<file path="config.mk">
export PLATFORM = sky130hd
export DESIGN_NAME = fifo_sync_param
export DESIGN_NICKNAME = d
export VERILOG_FILES = /design/src/rtl/fifo_sync_param.sv
export SDC_FILE = /design/constraint.sdc
export NUM_CORES = 1
export LEC_CHECK = 0
export CAP_MARGIN = 20
export CORE_UTILIZATION = 53
export DETAILED_ROUTE_END_ITERATION = 16
export PLACE_DENSITY = 0.84
export SLEW_MARGIN = 40
export SYNTH_ARGS = -nofsm -noshare
export SYNTH_HDL_FRONTEND = slang
export SYNTH_SLANG_ARGS = --single-unit
</file>
<file path="constraint.sdc">
create_clock -name clk_i -period 2.75 [get_ports clk_i]
set_clock_uncertainty 0.15 [all_clocks]
set_input_delay 0.825 -clock clk_i [delete_from_list [all_inputs] [get_ports clk_i]]
set_output_delay 0.825 -clock clk_i [all_outputs]
set_load 0.03 [all_outputs]
</file>
<file path="src/rtl/fifo_sync_param.sv">
// rtl/fifo_sync_param.sv - parameterised synchronous FIFO with threshold flags and optional first-word-fall-through
module fifo_sync_param #(
   parameter int WordLength     = 8,
   parameter int Depth          = 16,
   parameter int AlmostFullThr  = Depth - 2,
   parameter int AlmostEmptyThr = 2,
   parameter bit Fwft           = 1'b0
) (
   input  logic                       clk_i,
   input  logic                       rst_i,
   input  logic                       wr_i,
   input  logic [WordLength-1:0]      w_data_i,
   input  logic                       rd_i,
   output logic [WordLength-1:0]      r_data_o,
   output logic                       empty_o,
   output logic                       full_o,
   output logic                       almost_empty_o,
   output logic                       almost_full_o,
   output logic [$clog2(Depth):0]     count_o,
   output logic                       overflow_o,
   output logic                       underflow_o
);

   localparam int AW = $clog2(Depth);
   localparam int CW = AW + 1;

   generate
      if (WordLength < 1 || WordLength > 64) begin : g_bad_word_length
         $error("fifo_sync_param: WordLength out of range");
      end
      if (Depth < 2 || (1 << AW) != Depth) begin : g_bad_depth
         $error("fifo_sync_param: Depth must be a power of two >= 2");
      end
      if (AlmostFullThr < 1 || AlmostFullThr > Depth) begin : g_bad_af
         $error("fifo_sync_param: AlmostFullThr out of range");
      end
      if (AlmostEmptyThr < 0 || AlmostEmptyThr > Depth - 1) begin : g_bad_ae
         $error("fifo_sync_param: AlmostEmptyThr out of range");
      end
   endgenerate

   logic [WordLength-1:0] mem [Depth];
   logic [AW-1:0]         wr_ptr_q;
   logic [AW-1:0]         rd_ptr_q;
   logic [CW-1:0]         count_q;
   logic                  overflow_q;
   logic                  underflow_q;
   logic                  rd_ok;
   logic                  wr_ok;

   // Flags come only from the registered count, never from this cycle's requests.
   assign empty_o        = (count_q == '0);
   assign full_o         = (count_q == CW'(Depth));
   assign almost_empty_o = (count_q <= CW'(AlmostEmptyThr));
   assign almost_full_o  = (count_q >= CW'(AlmostFullThr));
   assign count_o        = count_q;
   assign overflow_o     = overflow_q;
   assign underflow_o    = underflow_q;

   // A read frees the slot the write needs when full, so a full FIFO still accepts both.
   assign rd_ok = rd_i && !empty_o;
   assign wr_ok = wr_i && (!full_o || rd_ok);

   always_ff @(posedge clk_i) begin
      if (!rst_i && wr_ok) begin
         mem[wr_ptr_q] <= w_data_i;
      end
   end

   always_ff @(posedge clk_i) begin
      if (rst_i) begin
         wr_ptr_q    <= '0;
         rd_ptr_q    <= '0;
         count_q     <= '0;
         overflow_q  <= 1'b0;
         underflow_q <= 1'b0;
      end else begin
         overflow_q  <= wr_i && !wr_ok;
         underflow_q <= rd_i && empty_o;
         if (wr_ok) begin
            wr_ptr_q <= wr_ptr_q + AW'(1);
         end
         if (rd_ok) begin
            rd_ptr_q <= rd_ptr_q + AW'(1);
         end
         if (wr_ok && !rd_ok) begin
            count_q <= count_q + CW'(1);
         end else if (rd_ok && !wr_ok) begin
            count_q <= count_q - CW'(1);
         end
      end
   end

   generate
      if (Fwft) begin : g_fwft
         assign r_data_o = mem[rd_ptr_q];
      end else begin : g_registered
         logic [WordLength-1:0] r_data_q;

         always_ff @(posedge clk_i) begin
            if (rst_i) begin
               r_data_q <= '0;
            end else if (rd_ok) begin
               r_data_q <= mem[rd_ptr_q];
            end
         end

         assign r_data_o = r_data_q;
      end
   endgenerate

endmodule

</file>
==> impl_results.rst <==
.. list-table::
   :header-rows: 1

   * - Metric
     - Value
   * - Status
     - complete, but fails checks
   * - Failing checks
     - negative setup slack
   * - Layout cell share with drive strength beyond 1
     - 0.206
   * - Routed vias/inst
     - 5.89
   * - Slew at the pin closest to its max-slew limit
     - around 0.85 ns
   * - Register cell area after layout
     - around 4300 µm²
   * - Fraction of power spent switching nets
     - 0.289
   * - GRT Total Usage
     - 0.229
   * - CTS Buffer Depth
     - 2
   * - Antenna cell count
     - 0
   * - Number of filler instances in the final layout
     - a little over 700
   * - GR met2 Demand/Resource
     - 0.367
   * - Start point of the worst hold path
     - r_data_o[7]
   * - Maximum number of pins on one net before global-route repair
     - 25
   * - EDFF count, synth
     - between 100 and 150
   * - Mean cell area of the mapped netlist
     - 16.3 µm²
   * - Number of nets in the finished design
     - approximately 450
   * - Layer carrying the most global-route usage
     - met2
   * - Shortest period the worst path allows
     - between 2 and 3 ns
   * - Horizontal extent of the die
     - 109 µm
   * - End of the worst register-to-register path
     - count_o[4]
   * - Vias in the first global route
     - 3475
   * - PnR Total Power
     - 6.44 mW
   * - Cell-internal power
     - around 4.6 mW
   * - Number of H-tree branching levels
     - 4
   * - Commonest cells post-synth
     - edfxtp_1, nor2_1, mux2i_1
   * - Largest area contributor in the synthesized netlist
     - edfxtp_1
   * - Leak
     - about 2.4 nW
   * - Placement Rows
     - 38
   * - Synthesis-stage register bit count
     - between 150 and 200
   * - Final Wtd Congestion
     - 0.805
   * - Launch point of the worst reg-to-reg path
     - count_o[2]
   * - Global-route wire length before repair
     - about 19000 µm
   * - Global-route congestion overflow total
     - 0
   * - Worst-case vdd ir drop
     - about 0.77 mV
   * - Highest clock frequency the design can meet
     - ~0.36 GHz
   * - Count of yosys warnings during synthesis
     - 0
   * - Post-DR wirelength/cell
     - roughly 21 µm
   * - Met3 capacity usage during global routing
     - 0.0753
   * - Number of nets in the synthesized netlist
     - 393
   * - Synthesized instance count
     - between 300 and 400
   * - DRT antenna net count
     - 0
   * - Die height
     - roughly 110 µm
   * - Final wirelength
     - 12100 µm
   * - Number of vias in the routed layout
     - approximately 3400
   * - Core area
     - 11000 µm²
   * - Biggest fanout along the worst timing path
     - 5
   * - Number of antenna violations at the first check in global routing
     - 0
   * - Total net switching power
     - between 1.5 and 2 mW
   * - Hold Vio Cnt, Final
     - 0
   * - Final Max Slew Viols
     - 0
   * - Startpoint type of the worst setup path
     - flop
   * - Detail Placement HPWL
     - 7510 µm
   * - Post-synthesis instance area
     - 6030 µm²
   * - TritonRoute pass-1 iters
     - 5
   * - Type of the worst min-delay path
     - flop to flop
   * - CP Class
     - flop to flop
   * - Number of top-level pins
     - 31
   * - Library cell used as clock root buffer
     - clkbuf_16
   * - Initial Utilization
     - 0.549
   * - Unrepaired setup endpoints after global routing
     - yes
   * - Hold bufs inserted after CTS
     - 0
   * - Relative contribution of the clock network to total power
     - 0.332
   * - Skew-Pair Late Insertion Delay
     - roughly 0.42 ns
   * - R2R depth
     - 9
   * - Area overhead of the layout relative to synthesis
     - 19.3%
   * - Most used flip-flop cell after synthesis
     - edfxtp_1
   * - Ratio of final minimum period to clock period
     - 1.01
   * - Clock tree from TritonCTS
     - done
   * - Arrival time at the worst endpoint
     - around 3 ns
   * - Most instantiated library cell after synthesis
     - edfxtp_1
   * - DRC errors left
     - 0
   * - Final core utilization
     - 0.655
   * - Async S/R FF share, synth
     - 0
   * - Final Worst Setup Slack
     - -0.0298 ns
   * - Max-slew headroom
     - 0.434
   * - Combinational share of power
     - 0.252
   * - Share of the synthesized area in the top cell type
     - 0.637
   * - Sequential share of power
     - 0.416
   * - Area used by multi-input combinational logic
     - 1660 µm²
   * - Sequential share of the synthesized area
     - 0.713
   * - Clock-pin transition on the worst setup and hold timing paths
     - roughly 0.060 ns
   * - Die ar.
     - 11800 µm²
   * - Input/output buffers
     - 30
   * - Clock buffers created by TritonCTS
     - 17
   * - Required arrival time at the worst endpoint
     - around 2.9 ns
   * - Slack of the worst reg-to-reg path
     - -0.03 ns
   * - MaxCap Viol Count
     - 0
   * - Count of endpoints failing setup in the final report
     - 1
   * - Capturing element type of the critical path
     - flop
   * - Depth of the worst hold-timing path
     - 2
   * - GRT met1 Usage
     - 0.291
   * - Endpoint with the worst hold slack
     - r_data_o[7]
   * - Drt initial violations
     - around 400
   * - Pwr/cell area
     - about 900 nW/µm²
   * - Clock sink total
     - around 150
   * - Count of unique library cells instantiated by Yosys
     - 36
   * - Dominant cells by area after synthesis
     - edfxtp_1, dfxtp_1, mux4_2, mux2i_1, nor2_1
==> placed cells by master, fill, tap and decap left out, drive strengths merged, types with 2 or more instances in the layout <==
cell type / count
xnor2: 3
a21oi: 5
nand2b: 2
mux2i: 35
o22ai: 16
nand4: 2
dlygate4sd2: 2
edfxtp: 128
nand2: 9
clkinvlp: 5
or3: 2
mux4: 16
xor2: 6
a211oi: 8
ha: 9
a21o: 2
clkinv: 5
a22oi: 8
nor3: 12
dfxtp: 23
clkbuf: 21
nor2b: 2
clkdlybuf4s50: 25
nand3: 2
inv: 8
buf: 26
nor2: 42
==> sequential cells by signal, summed over array words and instances, names as in the netlist <==
register	count
r_data_o	8
mem	128
underflow_o	1
rd_ptr_q	4
overflow_o	1
wr_ptr_q	4
count_o	5
==> critical path, stage by stage, from the launching register on <==
cell     delay (ns)
dfxtp_2        0.32
or4_4          0.57
o31a_1         0.30
ha_4           0.19
inv_4          0.07
ha_4           0.20
a21o_1         0.16
a21oi_2        0.15
mux2i_1        0.20
mux2_2         0.35
==> power by group through the flow <==
stage	Clock, mW	Sequential (mW)	Combinational, mW
floorplan	0	2.88	0.890
global placement	0	2.71	1.53
detailed placement	0	2.72	1.57
CTS	2.16	2.68	1.63
global route	2.25	2.69	1.77
finish	2.14	2.68	1.62
==> per-layer routing <==
layer / part of all wire / up-vias
met1: 0.40 / 1699
li1: - / 1538
met5: 0 / -
met2: 0.50 / 132
met4: 0.020 / 0
met3: 0.078 / 25
==> cells by family (layout without fill, tap and decap cells) <==
group                      Yosys count  after routing  synth area share
DFF                                151            151             0.713
and+or+nand+nor                     78             78            0.0639
muxes                               52             52             0.120
AOI/OAI and AO/OA                   42             42            0.0485
buffers and inverters               29             94            0.0195
adders and majority gates           10             10            0.0220
xor gates and xnor gates             9              9            0.0131
==> worst max-delay path by stage <==
stage	start	end	slack [ns]	cells past startpoint
final	count_o[2]	count_o[4]	-0.03	9
after global routing	count_o[2]	count_o[4]	-0.16	9
after CTS	count_o[2]	count_o[4]	-0.04	9
after detailed placement	rd_i	count_o[4]	-0.51	9
after global placement	rd_i	count_o[4]	-0.43	9
after floorplan	count_o[0]	count_o[4]	-0.24	10
==> repair_timing <==
item | 4_1_cts | 5_1_grt
gates resized for setup | 6 | 1
pin swaps | 7 | 0
setup buffers | 3 | 0
endpoints found under the setup margin | 3 | 3
==> stage by stage <==
stage | cell area (µm²) | hold slack, ns | setup TNS, ns | instances | worst slack [ns]
after floorplan | 6070 | 0.404 | -0.238 | 371 | -0.238
after global placement | 6610 | 0.341 | -23.36 | 541 | -0.431
after detailed placement | 6610 | 0.357 | -31.43 | 541 | -0.506
after CTS | 7190 | 0.365 | -0.0353 | 576 | -0.0353
after global routing | 7200 | 0.384 | -0.291 | 576 | -0.160
final | 7200 | 0.361 | -0.0298 | 576 | -0.0298
==> cell type report <==
class | count | area share
multi-input combinational | 191 | 0.230
inverter | 8 | 0.00469
tap | 140 | 0.0243
timing repair buffer | 54 | 0.0661
sequential | 151 | 0.599
clock inverter | 11 | 0.0143
clock buffer | 21 | 0.0612
No activity file was read; power rests on OpenSTA's default activity.
